**src/rtl/calc_pkg.sv**
```systemverilog
// Shared display definitions for the calculator result path.
// Latency: n/a (constants and a pure function).
// Backpressure: n/a.
package calc_pkg;

  // Active-low seven-segment patterns, bit order {g,f,e,d,c,b,a}
  localparam logic [6:0] SEG_0     = 7'b1000000;
  localparam logic [6:0] SEG_1     = 7'b1111001;
  localparam logic [6:0] SEG_2     = 7'b0100100;
  localparam logic [6:0] SEG_3     = 7'b0110000;
  localparam logic [6:0] SEG_4     = 7'b0011001;
  localparam logic [6:0] SEG_5     = 7'b0010010;
  localparam logic [6:0] SEG_6     = 7'b0000010;
  localparam logic [6:0] SEG_7     = 7'b1111000;
  localparam logic [6:0] SEG_8     = 7'b0000000;
  localparam logic [6:0] SEG_9     = 7'b0010000;
  localparam logic [6:0] SEG_BLANK = 7'b1111111;
  localparam logic [6:0] SEG_MINUS = 7'b0111111;

  // Digit positions, matching the anode bit order
  localparam logic [1:0] DIG_ONES = 2'd0;
  localparam logic [1:0] DIG_TENS = 2'd1;
  localparam logic [1:0] DIG_HUND = 2'd2;
  localparam logic [1:0] DIG_SIGN = 2'd3;

  typedef enum logic {
    ST_IDLE,
    ST_CONVERT
  } conv_state_t;

  // Non-decimal nibbles never occur; they show blank rather than garbage
  function automatic logic [6:0] bcd_to_seg(input logic [3:0] d);
    logic [6:0] s;
    case (d)
      4'd0:    s = SEG_0;
      4'd1:    s = SEG_1;
      4'd2:    s = SEG_2;
      4'd3:    s = SEG_3;
      4'd4:    s = SEG_4;
      4'd5:    s = SEG_5;
      4'd6:    s = SEG_6;
      4'd7:    s = SEG_7;
      4'd8:    s = SEG_8;
      4'd9:    s = SEG_9;
      default: s = SEG_BLANK;
    endcase
    return s;
  endfunction

endpackage

```
**src/rtl/bin2bcd_seq.sv**
```systemverilog
// Sequential double-dabble binary-to-BCD converter (3 BCD digits).
// Latency: WIDTH clocks from start to done; done and bcd are valid together.
// Backpressure: none; start while busy is ignored, not queued.
module bin2bcd_seq
  import calc_pkg::*;
#(
  parameter int WIDTH = 7
) (
  input  logic             clk,
  input  logic             rst_n,
  input  logic             start,
  input  logic [WIDTH-1:0] bin,
  output logic             busy,
  output logic             done,
  output logic [11:0]      bcd
);

  localparam int CW = $clog2(WIDTH + 1);

  conv_state_t      state;
  logic [WIDTH-1:0] shreg;
  logic [11:0]      acc;
  logic [CW-1:0]    cnt;
  logic [11:0]      adj;
  logic [WIDTH+11:0] shifted;

  // Add-3 correction on every nibble >= 5, then shift one bit in from shreg
  always_comb begin
    adj = acc;
    for (int i = 0; i < 3; i++) begin
      if (acc[4*i +: 4] >= 4'd5) adj[4*i +: 4] = acc[4*i +: 4] + 4'd3;
    end
    shifted = {adj, shreg} << 1;
  end

  // done fires combinationally on the last shift so the consumer latches
  // the result on the same edge that busy drops
  assign done = (state == ST_CONVERT) && (cnt == CW'(1));
  assign bcd  = shifted[WIDTH +: 12];

  // Conversion FSM: capture on start, shift WIDTH times, then back to idle
  always_ff @(posedge clk or negedge rst_n) begin
    if (!rst_n) begin
      state <= ST_IDLE;
      busy  <= 1'b0;
      shreg <= '0;
      acc   <= '0;
      cnt   <= '0;
    end else begin
      case (state)
        ST_IDLE: begin
          if (start) begin
            shreg <= bin;
            acc   <= '0;
            cnt   <= CW'(WIDTH);
            busy  <= 1'b1;
            state <= ST_CONVERT;
          end
        end
        ST_CONVERT: begin
          acc   <= shifted[WIDTH +: 12];
          shreg <= shifted[WIDTH-1:0];
          cnt   <= cnt - CW'(1);
          if (cnt == CW'(1)) begin
            busy  <= 1'b0;
            state <= ST_IDLE;
          end
        end
        default: begin
          busy  <= 1'b0;
          state <= ST_IDLE;
        end
      endcase
    end
  end

endmodule

```
**src/rtl/result_display.sv**
```systemverilog
// Captures a signed-magnitude result and scans it onto a 4-digit 7-seg display.
// Latency: WIDTH clocks load-to-display registers, one more to segment pins.
// Backpressure: load is accepted only when not busy; later loads are dropped.
module result_display
  import calc_pkg::*;
#(
  parameter int WIDTH       = 7,
  parameter int REFRESH_DIV = 100000
) (
  input  logic             clk,
  input  logic             rst_n,
  input  logic             load,
  input  logic [WIDTH-1:0] value,
  input  logic             neg,
  output logic             busy,
  output logic [3:0]       an,
  output logic [6:0]       seg,
  output logic             dp
);

  localparam int RW = $clog2(REFRESH_DIV);

  logic          done;
  logic [11:0]   bcd;
  logic          neg_q;
  logic [3:0]    disp_ones;
  logic [3:0]    disp_tens;
  logic [3:0]    disp_hund;
  logic          disp_sign;
  logic [RW-1:0] rcnt;
  logic [1:0]    sel;
  logic [6:0]    seg_nxt;
  logic          nonzero;

  bin2bcd_seq #(.WIDTH(WIDTH)) u_conv (
    .clk   (clk),
    .rst_n (rst_n),
    .start (load),
    .bin   (value),
    .busy  (busy),
    .done  (done),
    .bcd   (bcd)
  );

  assign dp      = 1'b1;
  assign nonzero = (disp_ones != 4'd0) || (disp_tens != 4'd0) || (disp_hund != 4'd0);

  // Sign is latched with the accepted load; digits update only when done
  always_ff @(posedge clk or negedge rst_n) begin
    if (!rst_n) begin
      neg_q     <= 1'b0;
      disp_ones <= '0;
      disp_tens <= '0;
      disp_hund <= '0;
      disp_sign <= 1'b0;
    end else begin
      if (load && !busy) neg_q <= neg;
      if (done) begin
        disp_ones <= bcd[3:0];
        disp_tens <= bcd[7:4];
        disp_hund <= bcd[11:8];
        disp_sign <= neg_q;
      end
    end
  end

  // Pattern for the currently selected digit, with leading-zero blanking
  always_comb begin
    seg_nxt = SEG_BLANK;
    case (sel)
      DIG_ONES: seg_nxt = bcd_to_seg(disp_ones);
      DIG_TENS: seg_nxt = (disp_hund == 4'd0 && disp_tens == 4'd0) ? SEG_BLANK
                                                                    : bcd_to_seg(disp_tens);
      DIG_HUND: seg_nxt = (disp_hund == 4'd0) ? SEG_BLANK : bcd_to_seg(disp_hund);
      DIG_SIGN: seg_nxt = (disp_sign && nonzero) ? SEG_MINUS : SEG_BLANK;
      default:  seg_nxt = SEG_BLANK;
    endcase
  end

  // Refresh divider and digit select; anode and segments register together
  always_ff @(posedge clk or negedge rst_n) begin
    if (!rst_n) begin
      rcnt <= '0;
      sel  <= DIG_ONES;
      an   <= 4'b1110;
      seg  <= SEG_0;
    end else begin
      if (rcnt == RW'(REFRESH_DIV - 1)) begin
        rcnt <= '0;
        sel  <= sel + 2'd1;
      end else begin
        rcnt <= rcnt + RW'(1);
      end
      an  <= ~(4'b0001 << sel);
      seg <= seg_nxt;
    end
  end

endmodule

```
**config.mk**
```make
export PLATFORM = sky130hd
export DESIGN_NAME = result_display
export DESIGN_NICKNAME = d
export VERILOG_FILES = /design/src/rtl/calc_pkg.sv /design/src/rtl/bin2bcd_seq.sv /design/src/rtl/result_display.sv
export SDC_FILE = /design/constraint.sdc
export NUM_CORES = 1
export LEC_CHECK = 0
export ABC_CLOCK_PERIOD_IN_PS = 1600
export CAP_MARGIN = 10
export CORE_MARGIN = 2
export CORE_UTILIZATION = 25
export CTS_BUF_LIST = sky130_fd_sc_hd__clkbuf_16
export DETAILED_ROUTE_END_ITERATION = 10
export GPL_TIMING_DRIVEN = 0
export PLACE_DENSITY = 0.48
export REMOVE_ABC_BUFFERS = 1
export SETUP_SLACK_MARGIN = 0.2
export SYNTH_ARGS = -nofsm -noshare
export SYNTH_HDL_FRONTEND = slang
export SYNTH_SLANG_ARGS = --single-unit
```
**constraint.sdc**
```tcl
create_clock -name clk -period 1.6 [get_ports clk]
set_input_delay 0.32 -clock clk [delete_from_list [all_inputs] [get_ports clk]]
set_output_delay 0.32 -clock clk [all_outputs]
set_load 0.005 [all_outputs]
```
==> flow_summary_export.csv, run 1 <==
group,metric,value,unit
grt,antenna_found_initial,0,
setup_path,slowest_stage,"or4b_4",
clock_tree,cts_root_buf,"clkbuf_16",
clock_tree,ctsLongestPathBuffers,2,
pwr,p_leak,2.354,nW
setup_path,crit_type,"reg -> reg",
sta,max_freq,546.6,MHz
setup_path,cp_data_required_time,1810,ps
routing,drt-total-wl,8.737,mm
setup_path,crit_fanout,5,
clock_tree,path_clk_slew,60,ps
grt,grt-ovfl-total,0,
setup_path,r2r_slack,-230,ps
clock_tree,cts.sinks,68,
flow_run,cap_violations,0,
min_path,holdCritPathClass,"in -> async",
grt,grt.total_usage,10.36,%
sta,post-route-period-util,114.3,%
clock_tree,ctsHoldBuffers,0,
setup_path,crit_arrival,2040,ps
die,start_util,25.63,%
routing,vias,3028,
routing,first_iter_violations,183,
sta,hold_ws,104.8,ps
routing,ant_nets,0,
pwr,power.density,1779,nW/um2
setup_path,crit_end,"rcnt[1]",
die,core_area,14590,um2
routing,routedWlPerCell,13.52,um
die,pin_count,24,
die,num_rows,44,
sta,setup_tns,-2126,ps
grt,grt_max_degree,69,
routing,drt-pass1-iter-count,4,
setup_path,rr_endpoint,"rcnt[1]",
sta,setup_viol,13,
place,place_hpwl,4.961,mm
sta,worstMarginPinSlew,873.0,ps
setup_path,worstSetupStartpointType,"register",
finish,syn_to_final_growth,44.24,%
sta,rsz0062_at_grt,"yes",
synth,yosysWarningCount,0,
pwr,ir_drop,0.6648,mV
sta,period_needed,1830,ps
setup_path,path_cells,"or4b_4 -> nor4b_4 -> and4_4 -> and2b_2",
sta,layout_setup_ws,-229.6,ps
clock_tree,cts_tree,"done",
sta,skew,7.906,ps
die,fp.dieH,126.3,um
routing,drcViolationCount,0,
finish,n_antenna_cell,0,
setup_path,r2r-start,"rcnt[14]",
routing,viasPerCell,4.687,
clock_tree,cts_buffers,9,
run_status,violations,"negative setup slack",
synth,synth_seq_cells,68,
clock_tree,cts.htree.levels,3,
setup_path,rr_worst_depth,4,
clock_tree,worstSkewPairLatency,330,ps
grt,first_global_vias,2942,
synth,syn_area,3739,um2
synth,avgSynthCellArea,9.636,um2
place,dp.cells,576,
place,portBuffers,22,
die,fp.dieW,126.3,um
finish,utilization,36.96,%
finish,drive_above_1_share,38.53,%
sta,hold_viol,0,
setup_path,max_stage_delay,550,ps
synth,synth.yosys.seq_area_share,45.65,%
place,pre_cts_ws,-662.1,ps
run_status,status,"complete, but fails checks",
die,die-area,15950,um2
finish,fin_cells,646,
setup_path,timing.critical_path.from,"rcnt[14]",
place,place.gp.congestion,0.8115,
grt,grt_pass1_wl,13.75,mm
setup_path,endpoint_kind,"register",
sta,maxSlewHeadroom,41.80,%
synth,synth.distinct_cells,42,
finish,nNetsFinal,496,
sta,drv_slew,0,
synth,synthCells,388,
-- how the worst min path moves through the flow --
stage                     from         endpoint  depth (start not counted)
3_5_place_dp   u_conv.shreg[5]  u_conv.shreg[6]                          2
6_report                 rst_n          rcnt[7]                          1
3_3_place_gp   u_conv.shreg[5]  u_conv.shreg[6]                          2
5_1_grt                  rst_n          rcnt[8]                          1
4_1_cts                  rst_n          rcnt[8]                          1
2_1_floorplan            rst_n            an[0]                          0
-- state kept, by name, summed over array words and instances (netlist names) --
signal	count
u_conv.state	1
u_conv.shreg	7
an	4
neg_q	1
u_conv.acc	12
disp_tens	4
u_conv.cnt	3
disp_hund	4
disp_sign	1
disp_ones	4
seg	7
u_conv.busy	1
rcnt	17
sel	2
-- kinds of logic (layout without fill, tap and decap cells) --
family	count (synthesis)	in the layout	synth area share, %
AOI/OAI and AO/OA	91	91	14.39
xor gates and xnor gates	20	20	4.685
adders and majority gates	28	28	9.371
buffers and inverters	44	116	4.719
DFF	68	68	45.65
muxes	17	17	4.853
other	1	1	0.1003
and+or+nand+nor	119	121	16.23
-- timing repair --
item                                    CTS  global route
cloned                                    2             2
endpoints found under the setup margin   70            44
setup buffers                            25            25
pin swaps                                23            20
hold endpoints to repair                  0             0
resized for setup                        92            83
-- through the flow --
| stage | power [mW] | instance area [um2] |
|---|---|---|
| 6_report | 9.593 | 5393 |
| 5_1_grt | 10.30 | 5393 |
| 4_1_cts | 8.429 | 4827 |
| 3_5_place_dp | 5.684 | 4131 |
| 3_3_place_gp | 5.556 | 4106 |
| 2_1_floorplan | 4.731 | 3656 |
-- cell usage after synthesis --
library cell / count / share of area [%]
dfrtp_1: 64 / 43
nand2_1: 38 / 3.8
o21ai_0: 36 / 4.8
ha_1: 28 / 9.4
inv_1: 25 / 2.5
a21oi_1: 24 / 3.2
nor2_1: 21 / 2.1
clkbuf_1: 13 / 1.3
nand2b_1: 13 / 2.2
xnor2_1: 12 / 2.8
mux2_2: 9 / 2.7
nand3_1: 9 / 1.2
mux2i_1: 8 / 2.1
o31ai_1: 8 / 1.6
xor2_1: 8 / 1.9
nor3_1: 7 / 0.94
nor2b_1: 6 / 1.0
nor3b_1: 6 / 1.2
a32oi_1: 5 / 1.2
a21o_1: 4 / 0.80
and2_1: 4 / 0.67
buf_1: 4 / 0.40
dfstp_2: 4 / 2.8
and4_1: 3 / 0.70
nand3b_1: 3 / 0.60
nand4_1: 3 / 0.50
o21a_1: 3 / 0.60
o22ai_1: 3 / 0.50
a22o_1: 2 / 0.47
a22oi_1: 2 / 0.40
nor4b_1: 2 / 0.47
a211oi_1: 1 / 0.20
a31oi_1: 1 / 0.17
and2b_2: 1 / 0.23
and3_1: 1 / 0.17
buf_4: 1 / 0.20
buf_6: 1 / 0.30
conb_1: 1 / 0.10
o211ai_1: 1 / 0.20
o41ai_1: 1 / 0.23
or2_2: 1 / 0.17
or4b_1: 1 / 0.27
-- power by group --
part,total [mW],switching (mW),internal (mW)
combinational,4.90,2.26,2.64
sequential,2.92,0.660,2.26
clock,1.78,0.739,1.04
total,9.59,3.66,5.93
-- layout by cell type, fill, tap and decap left out, types with 4 or more instances in the layout --
master / instances
buf_4: 47
inv_2: 11
clkinv_2: 4
a21o_1: 4
o21ai_2: 8
clkdlybuf4s50_1: 8
xor2_1: 8
dfrtp_2: 10
o21ai_0: 19
a21oi_2: 5
nand2b_4: 5
nor3_1: 6
mux2i_1: 7
ha_4: 11
a32oi_1: 4
nand2_1: 36
nand3b_1: 4
a21oi_1: 15
nor2_2: 4
mux2_4: 8
dfstp_2: 4
dfrtp_1: 54
inv_1: 12
clkbuf_16: 10
ha_1: 15
nor2_1: 16
xnor2_1: 9
nor3b_1: 4
nor2b_1: 6
nand3_1: 8
a21oi_4: 4
dlygate4sd2_1: 8
nand2b_1: 8
o21ai_1: 8
buf_6: 5
-- layout make-up --
cell class                 instances  area [um2]
tap                              184       230.2
timing repair buffer              75       656.9
multi-input combinational        278        2419
inverter                          25       98.84
clock buffer                       9       225.2
clock inverter                     7       43.79
fill                            1427        9196
sequential                        68        1719
-- critical path, delay by kind of cell, from the launching register on --
family           cells  cell delay (ps)
flip-flops           1              400
AND/OR/NAND/NOR      4             1310
-- routing by layer --
metal  vias to the layer above  part of all wire (%)  track usage (%)
li1                       1482                     -                -
met1                      1488                    47            13.18
met2                        43                    48            17.05
met3                        15                   2.8            2.506
met4                         0                   1.7            3.943
met5                         -                     0                0
Note: power is estimated with default switching activity, not from simulation.
==> run 2, diff against run 1 <==
--- a/config.mk
+++ b/config.mk
@@ -5,14 +5,15 @@
 export SDC_FILE = /design/constraint.sdc
 export NUM_CORES = 1
 export LEC_CHECK = 0
-export ABC_CLOCK_PERIOD_IN_PS = 1600
+export ABC_CLOCK_PERIOD_IN_PS = 1800
 export CAP_MARGIN = 10
 export CORE_MARGIN = 2
 export CORE_UTILIZATION = 25
 export CTS_BUF_LIST = sky130_fd_sc_hd__clkbuf_16
+export CTS_CLUSTER_SIZE = 28
 export DETAILED_ROUTE_END_ITERATION = 10
 export GPL_TIMING_DRIVEN = 0
-export PLACE_DENSITY = 0.48
+export PLACE_DENSITY = 0.46
 export REMOVE_ABC_BUFFERS = 1
 export SETUP_SLACK_MARGIN = 0.2
 export SYNTH_ARGS = -nofsm -noshare
==> constraint.sdc (replaced) <==
create_clock -name clk -period 1.8 [get_ports clk]
set_input_delay 0.36 -clock clk [delete_from_list [all_inputs] [get_ports clk]]
set_output_delay 0.36 -clock clk [all_outputs]
set_load 0.005 [all_outputs]
==> run 2 against run 1 <==
The flow still finishes with violations (negative setup slack). Clock power is 16% lower. Sequential share of layout area is 4.1 points higher. Routed wire length is 14% lower. Register-to-register slack better by 160 ps. Fmax is 2.1% lower. Largest cell class unchanged. Highest routed layer unchanged.
==> flow_summary_export.csv, run 2 (synthesized netlist as in run 1, its figures left out) <==
group,metric,value,unit
run_status,status,"complete, but fails checks",
run_status,violations,"negative setup slack",
routing,ant_nets,0,
sta,worstMarginPinSlew,846.8,ps
place,portBuffers,22,
clock_tree,ctsLongestPathBuffers,2,
flow_run,cap_violations,0,
routing,vias,2743,
setup_path,r2r_slack,-70,ps
die,core_area,14590,um2
finish,regMostFlops,"rcnt",
die,fp.dieH,126.3,um
routing,drt-total-wl,7.524,mm
place,pre_cts_ws,-521.4,ps
clock_tree,ctsHoldBuffers,0,
min_path,holdCritPathClass,"in -> async",
grt,antenna_found_initial,0,
place,place.gp.congestion,0.8322,
grt,grt_pass1_wl,12.68,mm
setup_path,endpoint_kind,"register",
pwr,power.density,1488,nW/um2
routing,drt-pass1-iter-count,4,
finish,mostFrequentLayoutCells,"dfrtp_1 (57), nand2_1 (37), o21ai_0 (25)",
clock_tree,worstSkewPairLatency,330,ps
setup_path,crit_arrival,2080,ps
setup_path,worstSetupStartpointType,"register",
grt,grt_max_degree,69,
routing,drcViolationCount,0,
setup_path,crit_fanout,6,
grt,grt-ovfl-total,0,
setup_path,rr_worst_depth,4,
finish,fin_cells,609,
die,num_rows,44,
die,die-area,15950,um2
sta,layout_setup_ws,-68.18,ps
sta,rsz0062_at_grt,"yes",
place,dp.cells,576,
setup_path,timing.critical_path.from,"rcnt[13]",
sta,setup_viol,9,
die,start_util,25.63,%
finish,reg.largest.list,"rcnt x17, u_conv.acc x12",
die,pin_count,24,
finish,largest_reg_flops,17,
setup_path,crit_type,"reg -> reg",
sta,period_needed,1868,ps
finish,syn_to_final_growth,27.54,%
clock_tree,cts_tree,"done",
place,place_hpwl,4.910,mm
finish,drive_above_1_share,22.59,%
clock_tree,cts.htree.levels,3,
clock_tree,cts_buffers,9,
routing,first_iter_violations,156,
die,fp.dieW,126.3,um
setup_path,rr_endpoint,"rcnt[1]",
setup_path,r2r-start,"rcnt[13]",
sta,maxSlewHeadroom,43.54,%
finish,final_common_cell,"dfrtp_1",
pwr,p_leak,2.052,nW
sta,skew,5.500,ps
finish,n_antenna_cell,0,
sta,post-route-period-util,103.8,%
pwr,ir_drop,0.4705,mV
grt,first_global_vias,2602,
clock_tree,cts.sinks,68,
clock_tree,cts_root_buf,"clkbuf_16",
grt,grt.total_usage,9.949,%
routing,routedWlPerCell,12.35,um
sta,drv_slew,0,
finish,nNetsFinal,459,
routing,viasPerCell,4.504,
clock_tree,path_clk_slew,50,ps
sta,hold_viol,0,
sta,max_freq,535.3,MHz
sta,setup_tns,-285.7,ps
setup_path,cp_data_required_time,2020,ps
-- run 2: changes by cell type in the layout (fill, tap and decap cells not counted), moves of 5 or more --
cell / previous run / this run
inv_1: 12 / 21
mux2_4: 8 / 0
buf_4: 47 / 15
mux2_2: 1 / 9
o21ai_0: 19 / 25
inv_2: 11 / 5
ha_4: 11 / 3
nand2b_4: 5 / 0
clkdlybuf4s50_1: 8 / 16
nand2b_1: 8 / 13
ha_1: 15 / 22
-- run 2: worst max path at each step --
stage / to / slack (ps)
finish: rcnt[1] / -70
global route: sel[1] / -100
CTS: rcnt[1] / -30
detailed placement: u_conv.acc[7] / -520
global placement: disp_tens[2] / -1980
floorplan: disp_hund[1] / -340
-- run 2: where the power goes --
| group | switching [mW] | total, mW | internal [mW] |
|---|---|---|---|
| logic | 1.49 | 3.06 | 1.57 |
| clock network | 0.596 | 1.50 | 0.900 |
| registers | 0.535 | 2.54 | 2.01 |
-- run 2: metal layers --
| layer | wire (um) | up-vias | GRT usage [%] |
|---|---|---|---|
| met5 | 0 | - | 0 |
| met4 | 112 | 0 | 4.072 |
| met3 | 214 | 9 | 2.846 |
| met2 | 3394 | 33 | 14.96 |
| met1 | 3803 | 1297 | 13.44 |
| li1 | - | 1404 | - |
-- run 2: cell type report --
cell class / count / area, um2
Timing Repair Buffer: 39 / 377.9
Multi-Input combinational cell: 277 / 2095
Clock inverter: 7 / 28.78
Tap cell: 184 / 230.2
Fill cell: 1492 / 9821
Inverter: 25 / 96.34
Sequential cell: 68 / 1715
Clock buffer: 9 / 225.2
-- run 2: timing repair --
action                                  4_1_cts  5_1_grt
endpoints found under the setup margin       51       28
pin swaps                                    12       18
buffers inserted                             11        5
gates cloned                                  1        0
gates resized for setup                      39       42
-- run 2: worst max-delay path, cell delays in order (launching register included) --
cell and delay (ps):
dfrtp_1 390, or4b_4 560, nor4b_4 270, and4_4 310
and2b_2 230
-- run 2: metrics by stage --
stage / power, mW / cell area (um2) / hold WS, ps / util, %
floorplan: 4.205 / 3656 / 64.41 / -
global placement: 4.951 / 4106 / 467.0 / 28.15
detailed placement: 5.031 / 4131 / 470.1 / 28.32
CTS: 6.829 / 4597 / 172.3 / 31.51
global route: 7.736 / 4768 / 224.0 / 32.68
finish: 7.093 / 4768 / 119.7 / 32.68
==> run 3, diff against run 2 <==
--- a/config.mk
+++ b/config.mk
@@ -14,8 +14,9 @@
 export DETAILED_ROUTE_END_ITERATION = 10
 export GPL_TIMING_DRIVEN = 0
 export PLACE_DENSITY = 0.46
+export RECOVER_POWER = 50
 export REMOVE_ABC_BUFFERS = 1
-export SETUP_SLACK_MARGIN = 0.2
+export SETUP_SLACK_MARGIN = 0.3
 export SYNTH_ARGS = -nofsm -noshare
 export SYNTH_HDL_FRONTEND = slang
 export SYNTH_SLANG_ARGS = --single-unit
==> run 3 against run 2 <==
The run still ends with negative setup slack left. Count of clock-buffer cells in the layout is the same. Sequential power grew 2%. Flip-flop and latch count is the same. Sequential share of layout area shrank 1.1 points. Via count grew 1.7%. Clock power is essentially flat. Cell area grew 3.3%. Routed wire length grew 4.2%. Global-route usage grew 0.054 points. Register-to-register slack is essentially flat. Critical path depth is the same. Critical path type unchanged.
==> flow_summary_export.csv, run 3 (synthesized netlist as in run 1, its figures left out) <==
group,metric,value,unit
finish,reg.largest.list,"rcnt x17, u_conv.acc x12",
die,num_rows,44,
sta,rsz0062_at_grt,"yes",
sta,setup_viol,9,
sta,maxSlewHeadroom,42.93,%
setup_path,r2r-start,"rcnt[13]",
finish,n_antenna_cell,0,
clock_tree,cts_tree,"done",
finish,nNetsFinal,463,
clock_tree,path_clk_slew,50,ps
finish,fin_area,4923,um2
setup_path,path_cells,"or4b_4 -> nor4b_4 -> and4_4 -> and2b_2",
setup_path,crit_end,"rcnt[1]",
pwr,p_clk_share,20.1,%
grt,first_global_vias,2622,
setup_path,crit_fanout,6,
sta,post-route-period-util,103.7,%
die,pin_count,24,
finish,multi_input_area,2220,um2
setup_path,r2r_slack,-70,ps
finish,final_common_cell,"dfrtp_1",
pwr,p_sw_share,37.64,%
grt,antenna_found_initial,0,
sta,hold_viol,0,
grt,grt.total_usage,10.00,%
pwr,p_int,4.642,mW
grt,grt-ovfl-total,0,
sta,drv_slew,0,
clock_tree,cts.htree.levels,3,
grt,grt_max_degree,69,
finish,regMostFlops,"rcnt",
routing,ant_nets,0,
pwr,p_seq_share,34.6,%
setup_path,crit_type,"reg -> reg",
place,place.gp.congestion,0.8322,
pwr,p_leak,2.119,nW
flow_run,cap_violations,0,
sta,layout_setup_ws,-66.54,ps
die,start_util,25.63,%
pwr,power.density,1512,nW/um2
sta,skew,5.122,ps
routing,viasPerCell,4.551,
setup_path,max_stage_delay,560,ps
run_status,status,"complete, but fails checks",
place,portBuffers,22,
pwr,p_comb_share,45.2,%
sta,hold_ws,122.2,ps
pwr,switchingPower,2.802,mW
sta,period_needed,1867,ps
finish,syn_to_final_growth,31.69,%
place,pre_cts_ws,-521.4,ps
finish,largest_reg_flops,17,
setup_path,timing.critical_path.from,"rcnt[13]",
pwr,totalPowerFinal,7.443,mW
clock_tree,worstSkewPairLatency,330,ps
finish,fill_cells,1482,
place,place_hpwl,4.910,mm
die,fp.dieH,126.3,um
setup_path,rr_endpoint,"rcnt[1]",
clock_tree,cts_buffers,9,
setup_path,slowest_stage,"or4b_4",
routing,drt-total-wl,7.839,mm
routing,drt-pass1-iter-count,4,
setup_path,endpoint_kind,"register",
setup_path,worstSetupStartpointType,"register",
finish,seqCellArea,1718,um2
place,dpl_cell_area,4131,um2
grt,grt_pass1_wl,12.73,mm
setup_path,rr_worst_depth,4,
routing,drcViolationCount,0,
routing,routedWlPerCell,12.79,um
run_status,violations,"negative setup slack",
pwr,ir_drop,0.4847,mV
clock_tree,ctsLongestPathBuffers,2,
setup_path,cp_data_required_time,2020,ps
die,die-area,15950,um2
clock_tree,cts.sinks,68,
die,core_area,14590,um2
finish,drive_above_1_share,28.21,%
routing,first_iter_violations,121,
setup_path,crit_arrival,2080,ps
min_path,holdCritPathClass,"in -> async",
clock_tree,cts_root_buf,"clkbuf_16",
die,fp.dieW,126.3,um
sta,worstMarginPinSlew,856.0,ps
routing,vias,2790,
sta,max_freq,535.8,MHz
finish,mostFrequentLayoutCells,"dfrtp_1 (57), nand2_1 (37), o21ai_0 (22)",
==> run 3: worst min path at each step <==
stage	from	endpoint	slack [ps]	cells past startpoint
detailed placement	u_conv.shreg[5]	u_conv.shreg[6]	470	2
global placement	u_conv.shreg[5]	u_conv.shreg[6]	470	2
global route	rst_n	rcnt[11]	220	1
CTS	rst_n	rcnt[8]	170	1
finish	rst_n	rcnt[6]	120	1
floorplan	rst_n	an[0]	60	0
==> run 3: timing repair <==
action	in CTS	in global routing
setup buffers	13	7
resized for setup	69	54
hold buffers	0	0
gates cloned	1	0
pin swaps	23	17
setup endpoints to repair	68	39
hold endpoints to repair	0	0
==> run 3: per-stage QoR <==
| stage | instances | util, % | setup TNS, ps |
|---|---|---|---|
| 2_1_floorplan | 369 | - | -4134 |
| 3_3_place_gp | 575 | 28.15 | -155670 |
| 3_5_place_dp | 576 | 28.32 | -12320 |
| 4_1_cts | 606 | 31.80 | -45.25 |
| 5_1_grt | 613 | 33.75 | -689.1 |
| 6_report | 613 | 33.75 | -265.7 |
==> run 3: power by group through the flow <==
stage               Sequential [mW]  Combinational, mW  Clock, mW
floorplan                      2.43               1.78          0
global placement               2.55               2.40          0
detailed placement             2.52               2.51          0
CTS                            2.52               2.85       1.56
global route                   2.67               3.79       1.63
finish                         2.58               3.37       1.50
==> run 3: metal layers <==
metal  up-vias  part of all wire [%]  routed length (um)  global-route usage [%]
met5         -                     0                   0                       0
met3         9                   2.7                 208                   2.846
li1       1412                     -                   -                       -
met2        33                    47                3664                   15.21
met1      1336                    49                3852                   13.39
met4         0                   1.4                 113                   4.072
==> run 3: critical path: cells and delay by family (launching register included) <==
kind | cells | cell delay [ps]
flops | 1 | 390
simple gates | 4 | 1370
==> run 3: layout make-up <==
cell class              count  area share, %
multi-input cells         277          45.08
flip-flops and latches     68          34.89
repair buffers             43          8.234
well taps                 184          4.676
clock buffers               9          4.574
inverters                  25          1.957
clock inverters             7         0.5845
